--- src/rtl/mem_port_if.sv ---
// mem_port_if: bundles the fetch, data and memory-macro signals shared by the
// pipeline stages, the memory macro and mem_port_arbiter.
//   slave  modport: the arbiter's view (requests and mem_rdata in; grants,
//                   read data, memory strobes and stalls out).
//   master modport: the opposite side (pipeline stages plus memory macro).
interface mem_port_if #(
    parameter int unsigned ADDR_W = 64,
    parameter int unsigned DATA_W = 64
);
    // Fetch port
    logic              if_req;
    logic [ADDR_W-1:0] if_addr;
    logic              if_gnt;
    logic [31:0]       if_rdata;

    // Load/store port
    logic              d_req;
    logic              d_we;
    logic [ADDR_W-1:0] d_addr;
    logic [DATA_W-1:0] d_wdata;
    logic              d_gnt;
    logic [DATA_W-1:0] d_rdata;

    // Memory macro side
    logic              mem_en;
    logic              mem_we;
    logic [ADDR_W-1:0] mem_addr;
    logic [DATA_W-1:0] mem_wdata;
    logic [DATA_W-1:0] mem_rdata;

    // Hazard-unit stalls
    logic              stall_if;
    logic              stall_mem;

    modport slave (
        input  if_req, if_addr, d_req, d_we, d_addr, d_wdata, mem_rdata,
        output if_gnt, if_rdata, d_gnt, d_rdata,
        output mem_en, mem_we, mem_addr, mem_wdata,
        output stall_if, stall_mem
    );

    modport master (
        output if_req, if_addr, d_req, d_we, d_addr, d_wdata, mem_rdata,
        input  if_gnt, if_rdata, d_gnt, d_rdata,
        input  mem_en, mem_we, mem_addr, mem_wdata,
        input  stall_if, stall_mem
    );
endinterface

--- src/rtl/mem_port_arbiter.sv ---
// mem_port_arbiter: shares one single-ported memory between IF-stage fetch and
// MEM-stage load/store. One access in flight at a time, each lasting MEM_LAT
// cycles, completed by a one-cycle grant pulse to its owner. Data wins ties
// unless fetch has already lost STARVE_MAX consecutive contended rounds.
// Ports:
//   clk  - clock, all state on rising edge
//   rst  - synchronous reset, active low
//   bus  - mem_port_if.slave: if_*/d_* request ports, mem_* macro port,
//          stall_if/stall_mem (combinational) to the hazard logic
module mem_port_arbiter #(
    parameter int unsigned ADDR_W     = 64,
    parameter int unsigned DATA_W     = 64,
    parameter int unsigned MEM_LAT    = 2,
    parameter int unsigned STARVE_MAX = 4
) (
    input  logic          clk,
    input  logic          rst,
    mem_port_if.slave     bus
);
    localparam int unsigned CNT_W = $clog2(MEM_LAT + 1);
    localparam int unsigned ST_W  = $clog2(STARVE_MAX + 1) < 1 ? 1 : $clog2(STARVE_MAX + 1);

    if (MEM_LAT < 1) begin : g_bad_lat
        $error("mem_port_arbiter: MEM_LAT must be >= 1");
    end

    typedef enum logic [1:0] {
        ST_IDLE   = 2'd0,
        ST_BUSY_I = 2'd1,
        ST_BUSY_D = 2'd2
    } state_e;

    state_e            state_q,     state_d;
    logic [CNT_W-1:0]  cnt_q,       cnt_d;
    logic [ST_W-1:0]   starve_q,    starve_d;
    logic              op_we_q,     op_we_d;
    logic              mem_en_q,    mem_en_d;
    logic              mem_we_q,    mem_we_d;
    logic [ADDR_W-1:0] mem_addr_q,  mem_addr_d;
    logic [DATA_W-1:0] mem_wdata_q, mem_wdata_d;
    logic              if_gnt_q,    if_gnt_d;
    logic              d_gnt_q,     d_gnt_d;
    logic [31:0]       if_rdata_q,  if_rdata_d;
    logic [DATA_W-1:0] d_rdata_q,   d_rdata_d;

    // A requester in its grant cycle may still hold req; ignore it so the
    // finished access is not issued a second time.
    logic if_act, d_act;
    assign if_act = bus.if_req & ~if_gnt_q;
    assign d_act  = bus.d_req  & ~d_gnt_q;

    // Arbitration, issue and completion
    always_comb begin
        state_d     = state_q;
        cnt_d       = cnt_q;
        starve_d    = starve_q;
        op_we_d     = op_we_q;
        mem_en_d    = 1'b0;
        mem_we_d    = 1'b0;
        mem_addr_d  = mem_addr_q;
        mem_wdata_d = mem_wdata_q;
        if_gnt_d    = 1'b0;
        d_gnt_d     = 1'b0;
        if_rdata_d  = if_rdata_q;
        d_rdata_d   = d_rdata_q;

        case (state_q)
            ST_IDLE: begin
                if (d_act && (!if_act || (starve_q < ST_W'(STARVE_MAX)))) begin
                    state_d     = ST_BUSY_D;
                    cnt_d       = CNT_W'(MEM_LAT);
                    op_we_d     = bus.d_we;
                    mem_en_d    = 1'b1;
                    mem_we_d    = bus.d_we;
                    mem_addr_d  = bus.d_addr;
                    mem_wdata_d = bus.d_wdata;
                    // Only a contended loss counts against fetch
                    if (if_act) begin
                        starve_d = starve_q + ST_W'(1);
                    end
                end else if (if_act) begin
                    state_d     = ST_BUSY_I;
                    cnt_d       = CNT_W'(MEM_LAT);
                    op_we_d     = 1'b0;
                    mem_en_d    = 1'b1;
                    mem_we_d    = 1'b0;
                    mem_addr_d  = bus.if_addr;
                    mem_wdata_d = '0;
                    starve_d    = '0;
                end
            end
            ST_BUSY_I, ST_BUSY_D: begin
                cnt_d = cnt_q - CNT_W'(1);
                if (cnt_q == CNT_W'(1)) begin
                    state_d = ST_IDLE;
                    if (state_q == ST_BUSY_I) begin
                        if_gnt_d   = 1'b1;
                        if_rdata_d = bus.mem_rdata[31:0];
                    end else begin
                        d_gnt_d = 1'b1;
                        if (!op_we_q) begin
                            d_rdata_d = bus.mem_rdata;
                        end
                    end
                end
            end
            default: begin
                state_d = ST_IDLE;
            end
        endcase
    end

    // State and output registers
    always_ff @(posedge clk) begin
        if (!rst) begin
            state_q     <= ST_IDLE;
            cnt_q       <= '0;
            starve_q    <= '0;
            op_we_q     <= 1'b0;
            mem_en_q    <= 1'b0;
            mem_we_q    <= 1'b0;
            mem_addr_q  <= '0;
            mem_wdata_q <= '0;
            if_gnt_q    <= 1'b0;
            d_gnt_q     <= 1'b0;
            if_rdata_q  <= '0;
            d_rdata_q   <= '0;
        end else begin
            state_q     <= state_d;
            cnt_q       <= cnt_d;
            starve_q    <= starve_d;
            op_we_q     <= op_we_d;
            mem_en_q    <= mem_en_d;
            mem_we_q    <= mem_we_d;
            mem_addr_q  <= mem_addr_d;
            mem_wdata_q <= mem_wdata_d;
            if_gnt_q    <= if_gnt_d;
            d_gnt_q     <= d_gnt_d;
            if_rdata_q  <= if_rdata_d;
            d_rdata_q   <= d_rdata_d;
        end
    end

    assign bus.mem_en    = mem_en_q;
    assign bus.mem_we    = mem_we_q;
    assign bus.mem_addr  = mem_addr_q;
    assign bus.mem_wdata = mem_wdata_q;
    assign bus.if_gnt    = if_gnt_q;
    assign bus.d_gnt     = d_gnt_q;
    assign bus.if_rdata  = if_rdata_q;
    assign bus.d_rdata   = d_rdata_q;
    assign bus.stall_if  = bus.if_req & ~if_gnt_q;
    assign bus.stall_mem = bus.d_req  & ~d_gnt_q;
endmodule

--- src/flat_wrapper.sv ---
// flat-port wrapper written by rule: the top's interface ports become plain ports
module mem_port_arbiter_flat 
#(
    parameter int unsigned ADDR_W     = 64,
    parameter int unsigned DATA_W     = 64,
    parameter int unsigned MEM_LAT    = 2,
    parameter int unsigned STARVE_MAX = 4
)
  (clk, rst, bus_if_req, bus_if_addr, bus_d_req, bus_d_we, bus_d_addr, bus_d_wdata, bus_mem_rdata, bus_if_gnt, bus_if_rdata, bus_d_gnt, bus_d_rdata, bus_mem_en, bus_mem_we, bus_mem_addr, bus_mem_wdata, bus_stall_if, bus_stall_mem);
  mem_port_if #(.ADDR_W(ADDR_W), .DATA_W(DATA_W)) bus_i ();
  input  logic clk;
  input  logic rst;
  input wire logic [$bits(bus_i.if_req)-1:0] bus_if_req;
  input wire logic [$bits(bus_i.if_addr)-1:0] bus_if_addr;
  input wire logic [$bits(bus_i.d_req)-1:0] bus_d_req;
  input wire logic [$bits(bus_i.d_we)-1:0] bus_d_we;
  input wire logic [$bits(bus_i.d_addr)-1:0] bus_d_addr;
  input wire logic [$bits(bus_i.d_wdata)-1:0] bus_d_wdata;
  input wire logic [$bits(bus_i.mem_rdata)-1:0] bus_mem_rdata;
  output wire logic [$bits(bus_i.if_gnt)-1:0] bus_if_gnt;
  output wire logic [$bits(bus_i.if_rdata)-1:0] bus_if_rdata;
  output wire logic [$bits(bus_i.d_gnt)-1:0] bus_d_gnt;
  output wire logic [$bits(bus_i.d_rdata)-1:0] bus_d_rdata;
  output wire logic [$bits(bus_i.mem_en)-1:0] bus_mem_en;
  output wire logic [$bits(bus_i.mem_we)-1:0] bus_mem_we;
  output wire logic [$bits(bus_i.mem_addr)-1:0] bus_mem_addr;
  output wire logic [$bits(bus_i.mem_wdata)-1:0] bus_mem_wdata;
  output wire logic [$bits(bus_i.stall_if)-1:0] bus_stall_if;
  output wire logic [$bits(bus_i.stall_mem)-1:0] bus_stall_mem;
  assign bus_i.if_req = bus_if_req;
  assign bus_i.if_addr = bus_if_addr;
  assign bus_i.d_req = bus_d_req;
  assign bus_i.d_we = bus_d_we;
  assign bus_i.d_addr = bus_d_addr;
  assign bus_i.d_wdata = bus_d_wdata;
  assign bus_i.mem_rdata = bus_mem_rdata;
  assign bus_if_gnt = bus_i.if_gnt;
  assign bus_if_rdata = bus_i.if_rdata;
  assign bus_d_gnt = bus_i.d_gnt;
  assign bus_d_rdata = bus_i.d_rdata;
  assign bus_mem_en = bus_i.mem_en;
  assign bus_mem_we = bus_i.mem_we;
  assign bus_mem_addr = bus_i.mem_addr;
  assign bus_mem_wdata = bus_i.mem_wdata;
  assign bus_stall_if = bus_i.stall_if;
  assign bus_stall_mem = bus_i.stall_mem;
  mem_port_arbiter #(.ADDR_W(ADDR_W), .DATA_W(DATA_W), .MEM_LAT(MEM_LAT), .STARVE_MAX(STARVE_MAX)) u_core (.clk(clk), .rst(rst), .bus(bus_i));
endmodule
--- config.mk ---
export PLATFORM = sky130hd
export DESIGN_NAME = mem_port_arbiter_flat
export DESIGN_NICKNAME = d
export VERILOG_FILES = /design/src/rtl/mem_port_if.sv /design/src/rtl/mem_port_arbiter.sv /design/src/flat_wrapper.sv
export SDC_FILE = /design/constraint.sdc
export NUM_CORES = 1
export LEC_CHECK = 0
export CORE_AREA = 2 2 190 192
export DETAILED_ROUTE_END_ITERATION = 8
export DIE_AREA = 0 0 192 194
export HOLD_SLACK_MARGIN = 0.06
export REMOVE_ABC_BUFFERS = 1
export SETUP_SLACK_MARGIN = 0.2
export SYNTH_ARGS = -nofsm -noshare
export SYNTH_HDL_FRONTEND = slang
export SYNTH_SLANG_ARGS = --single-unit
--- constraint.sdc ---
create_clock -name clk -period 2.65 [get_ports clk]
set_clock_uncertainty 0.1 [all_clocks]
set_input_delay 0.53 -clock clk [delete_from_list [all_inputs] [get_ports clk]]
set_output_delay 0.53 -clock clk [all_outputs]
set_load 0.02 [all_outputs]
==> flow_metrics.py <==
metrics = {
    "run_status": {
        "outcome": "finished, final reports clean",
    },
    "setup_path": {
        "worstPathBufferInverterCount": 3,
        "critical_path.reg2reg.endpoint": "u_core.bus.d_rdata[32]",
        "crit_path_cell_trace": "clkdlybuf4s50_1 -> nand2b_4 -> inv_4 -> dlygate4sd2_1",
        "crit_arrival_ps": 1630,
        "critical_path.max_stage_delay_ps": 520,
        "reg2reg_setup_slack_ps": 430,
        "timing.critical_path.required_ps": 2020,
        "cp-end-kind": "output port",
        "crit_cells": 4,
        "worst_r2r_path_depth": 7,
        "worst_r2r_startpoint": "u_core.state_q[0]",
        "worst_path_max_delay_cell": "sky130_fd_sc_hd__clkdlybuf4s50_1",
        "cp_top_family": "buffers and inverters",
        "criticalPathCategory": "primary input to output port",
        "crit_path_start_kind": "primary input",
        "crit_path_max_fanout": 6,
    },
    "cts": {
        "cts_root_buf": "sky130_fd_sc_hd__clkbuf_16",
        "post_cts_clock_slew_at_the_launch_and_capture_registers_of_the_worst_setup_and_hold_paths_ps": 60,
        "htree_num_levels": 1,
        "tritoncts.num_buffers": 27,
        "cts_sinks": 236,
        "cts_resized": 2,
        "ctsHoldBuffers": 0,
        "tritoncts_clock_tree": "built",
        "maximum_number_of_buffers_from_clock_root_to_sink": 3,
        "insertion_delay_ps": 530,
        "cts_setup_buffers": 0,
    },
    "cells_and_area": {
        "layout.cells.most_common_list": "sky130_fd_sc_hd__clkdlybuf4s50_1 (487), sky130_fd_sc_hd__nand2_1 (263), sky130_fd_sc_hd__dfxtp_1 (236), sky130_fd_sc_hd__a21oi_1 (128), sky130_fd_sc_hd__a21boi_0 (76)",
        "areaGrowthSynthToFinish_pct": 67.1,
        "design.final.nets": 1767,
        "final_common_cell": "sky130_fd_sc_hd__clkdlybuf4s50_1",
        "finalInstanceArea_um2": 15300,
        "final_cells": 1978,
        "antenna_cells_inserted": 0,
        "drive_above_1_share_pct": 4.81,
    },
    "timing": {
        "finalCriticalPeriod_ps": 2260,
        "hold_ws_ps": 287,
        "worst_slew_pin_slew_ps": 733,
        "finalHoldViolCount": 0,
        "final_max_slew_viol_count": 0,
        "period_share_pct": 85.3,
        "final-setup-viol-count": 0,
        "clock.fmax_mhz": 442,
        "grt_setup_unrepaired": "false",
        "worst_slew_margin_rel_pct": 51.2,
    },
    "drt": {
        "vias_per_cell": 4.56,
        "route.detailed.wl_per_inst_um": 17.0,
        "drt_first_pass_iters": 7,
        "via_count_of_the_routed_design": 9021,
        "drt_drc_violations_left": 0,
        "detail_route.iter0.violations": 288,
        "postRouteAntennaNets": 0,
        "finalWirelength_um": 33600,
    },
    "synthesis": {
        "post_synth_num_cell_types": 33,
        "postSynthCellCount": 1049,
        "yosys.area_share.xor_xnor_pct": 0,
        "synth_simple_gate_area_share_pct": 16.9,
        "number_of_warnings_printed_during_yosys_synthesis": 0,
        "synth_seq_area_share_pct": 51.8,
        "combinational_family_with_the_most_area_after_synthesis": "compound AO/OA/AOI/OAI gates",
        "synthesized_area_fraction_occupied_by_adder_cells_pct": 0.823,
        "synth-seq-cells": 236,
        "synth_compound_gate_area_share_pct": 24.8,
        "fraction_of_synthesized_area_in_multiplexers_pct": 0,
        "syn_avg_cell_area_um2": 8.70,
        "post_synth_instance_area_um2": 9130,
    },
    "placed_design": {
        "port_buffers": 490,
        "placedCellCount": 1932,
        "placed_area_um2": 14400,
        "hpwlAfterDp_um": 23600,
        "place_congestion": 0.789,
    },
    "global_route": {
        "groute.layer.met2.usage_pct": 30.0,
        "grt-ovfl-total": 0,
        "number_of_global_route_vias_before_repair": 9017,
        "largest_net_degree_at_the_start_of_global_routing": 77,
        "antenna_found_initial": 3,
        "grt-busiest-layer": "met2",
        "grt_pass1_wl_um": 50600,
        "use_met3_pct": 6.14,
        "track_usage_pct": 17.0,
        "groute.layer.met1.usage_pct": 18.8,
    },
    "die": {
        "core_area_um2": 35200,
        "die-area_um2": 37200,
        "initial_core_utilization_pct": 25.9,
        "placementRows": 69,
        "num_io_pins": 491,
        "die_height_um": 194,
        "die_w_um": 192,
    },
    "pwr": {
        "worst_ir_drop_on_vdd_uv": 408,
        "p_leak_nw": 5.40,
        "power_density_nw_per_um2": 622,
    },
    "min_path": {
        "hold_class": "primary input to flop",
        "min_delay_path_depth": 2,
        "worst_hold_startpoint": "rst",
        "whs_endpoint": "u_core.bus.if_rdata[21]",
    },
    "job": {
        "drv_cap": 0,
    },
}
registers in the layout, indices dropped and copies added, names as in the netlist, 2 cells and up:
signal,flops
u_core.bus.if_rdata,32
u_core.bus.d_rdata,64
u_core.bus.mem_wdata,64
u_core.state_q,2
u_core.starve_q,3
u_core.cnt_q,2
u_core.bus.mem_addr,64
through the flow:
stage	total power, mW	setup TNS, ps	setup slack, ps	utilization [%]
2_1_floorplan	4.84	-139850	-1200	-
3_3_place_gp	6.03	0	99.6	41.0
3_5_place_dp	6.05	0	106	41.0
4_1_cts	9.65	0	375	43.3
5_1_grt	9.94	0	244	43.3
6_report	9.49	0	388	43.3
report_power, final:
group / total, mW / internal (mW) / switching (mW)
clock network: 3.53 / 2.05 / 1.48
logic: 2.05 / 1.03 / 1.02
registers: 3.91 / 3.79 / 0.122
total: 9.49 / 6.87 / 2.61
worst reg2reg max path: stages (launching register included):
cell and delay (ps):
sky130_fd_sc_hd__dfxtp_1 390, sky130_fd_sc_hd__inv_1 80, sky130_fd_sc_hd__ha_1 360, sky130_fd_sc_hd__nand2_1 120, sky130_fd_sc_hd__or3_2 420, sky130_fd_sc_hd__buf_4 360
sky130_fd_sc_hd__nand2_1 180, sky130_fd_sc_hd__a21boi_0 100
layout make-up:
| class | count | area [um^2] |
|---|---|---|
| multi-input combinational | 719 | 3910 |
| clock inverter | 6 | 32.5 |
| sequential | 236 | 4720 |
| fill | 3542 | 20000 |
| inverter | 6 | 25.0 |
| timing repair buffer | 510 | 5190 |
| tap | 461 | 577 |
| clock buffer | 40 | 795 |
worst max-delay path by stage:
| stage | start | end | slack, ps |
|---|---|---|---|
| after detailed placement | bus_if_req | bus_stall_if | 110 |
| after floorplan | u_core.bus.if_gnt | u_core.bus.mem_wdata[0] | -1200 |
| after global placement | bus_if_req | bus_stall_if | 100 |
| after global routing | u_core.state_q[0] | u_core.bus.d_rdata[63] | 240 |
| after CTS | bus_if_req | bus_stall_if | 370 |
| final | bus_if_req | bus_stall_if | 390 |
logic make-up (layout without fill, tap and decap cells):
kind of cell | count (synthesis) | in the layout
and+or+nand+nor | 348 | 348
AOI/OAI and AO/OA | 365 | 365
adders and majority gates | 6 | 6
DFF | 236 | 236
buffers and inverters | 94 | 562
synthesized netlist by cell type:
| cell type | instances | area share, % |
|---|---|---|
| sky130_fd_sc_hd__a21boi_0 | 76 | 6.3 |
| sky130_fd_sc_hd__a21boi_1 | 24 | 2.0 |
| sky130_fd_sc_hd__a21oi_1 | 128 | 7.0 |
| sky130_fd_sc_hd__a21oi_2 | 1 | 0.096 |
| sky130_fd_sc_hd__a22oi_1 | 64 | 5.3 |
| sky130_fd_sc_hd__a31o_2 | 1 | 0.096 |
| sky130_fd_sc_hd__a31oi_1 | 2 | 0.14 |
| sky130_fd_sc_hd__and2_1 | 4 | 0.27 |
| sky130_fd_sc_hd__and3_1 | 2 | 0.14 |
| sky130_fd_sc_hd__buf_2 | 25 | 1.4 |
| sky130_fd_sc_hd__buf_4 | 10 | 0.82 |
| sky130_fd_sc_hd__buf_6 | 13 | 1.6 |
| sky130_fd_sc_hd__clkbuf_1 | 40 | 1.6 |
| sky130_fd_sc_hd__dfxtp_1 | 236 | 52 |
| sky130_fd_sc_hd__ha_1 | 6 | 0.82 |
| sky130_fd_sc_hd__inv_1 | 4 | 0.16 |
| sky130_fd_sc_hd__inv_2 | 1 | 0.041 |
| sky130_fd_sc_hd__inv_4 | 1 | 0.069 |
| sky130_fd_sc_hd__nand2_1 | 264 | 11 |
| sky130_fd_sc_hd__nand2b_4 | 2 | 0.30 |
| sky130_fd_sc_hd__nand3_1 | 1 | 0.055 |
| sky130_fd_sc_hd__nand3b_1 | 2 | 0.16 |
| sky130_fd_sc_hd__nand4_1 | 2 | 0.14 |
| sky130_fd_sc_hd__nand4b_1 | 1 | 0.096 |
| sky130_fd_sc_hd__nor2_1 | 2 | 0.082 |
| sky130_fd_sc_hd__nor2b_1 | 65 | 4.5 |
| sky130_fd_sc_hd__nor3_4 | 1 | 0.18 |
| sky130_fd_sc_hd__o211a_1 | 1 | 0.11 |
| sky130_fd_sc_hd__o21ai_0 | 57 | 3.1 |
| sky130_fd_sc_hd__o21ai_1 | 8 | 0.44 |
| sky130_fd_sc_hd__o21ai_2 | 1 | 0.096 |
| sky130_fd_sc_hd__o32ai_1 | 2 | 0.19 |
| sky130_fd_sc_hd__or3_1 | 2 | 0.14 |
routing by layer:
metal  vias up  routed length, um
li1       4447                  -
met5         -                 26
met4         4               1170
met1      4141              12900
met2       363              16000
met3        66               3360
Note: power is estimated with default switching activity, not from simulation.
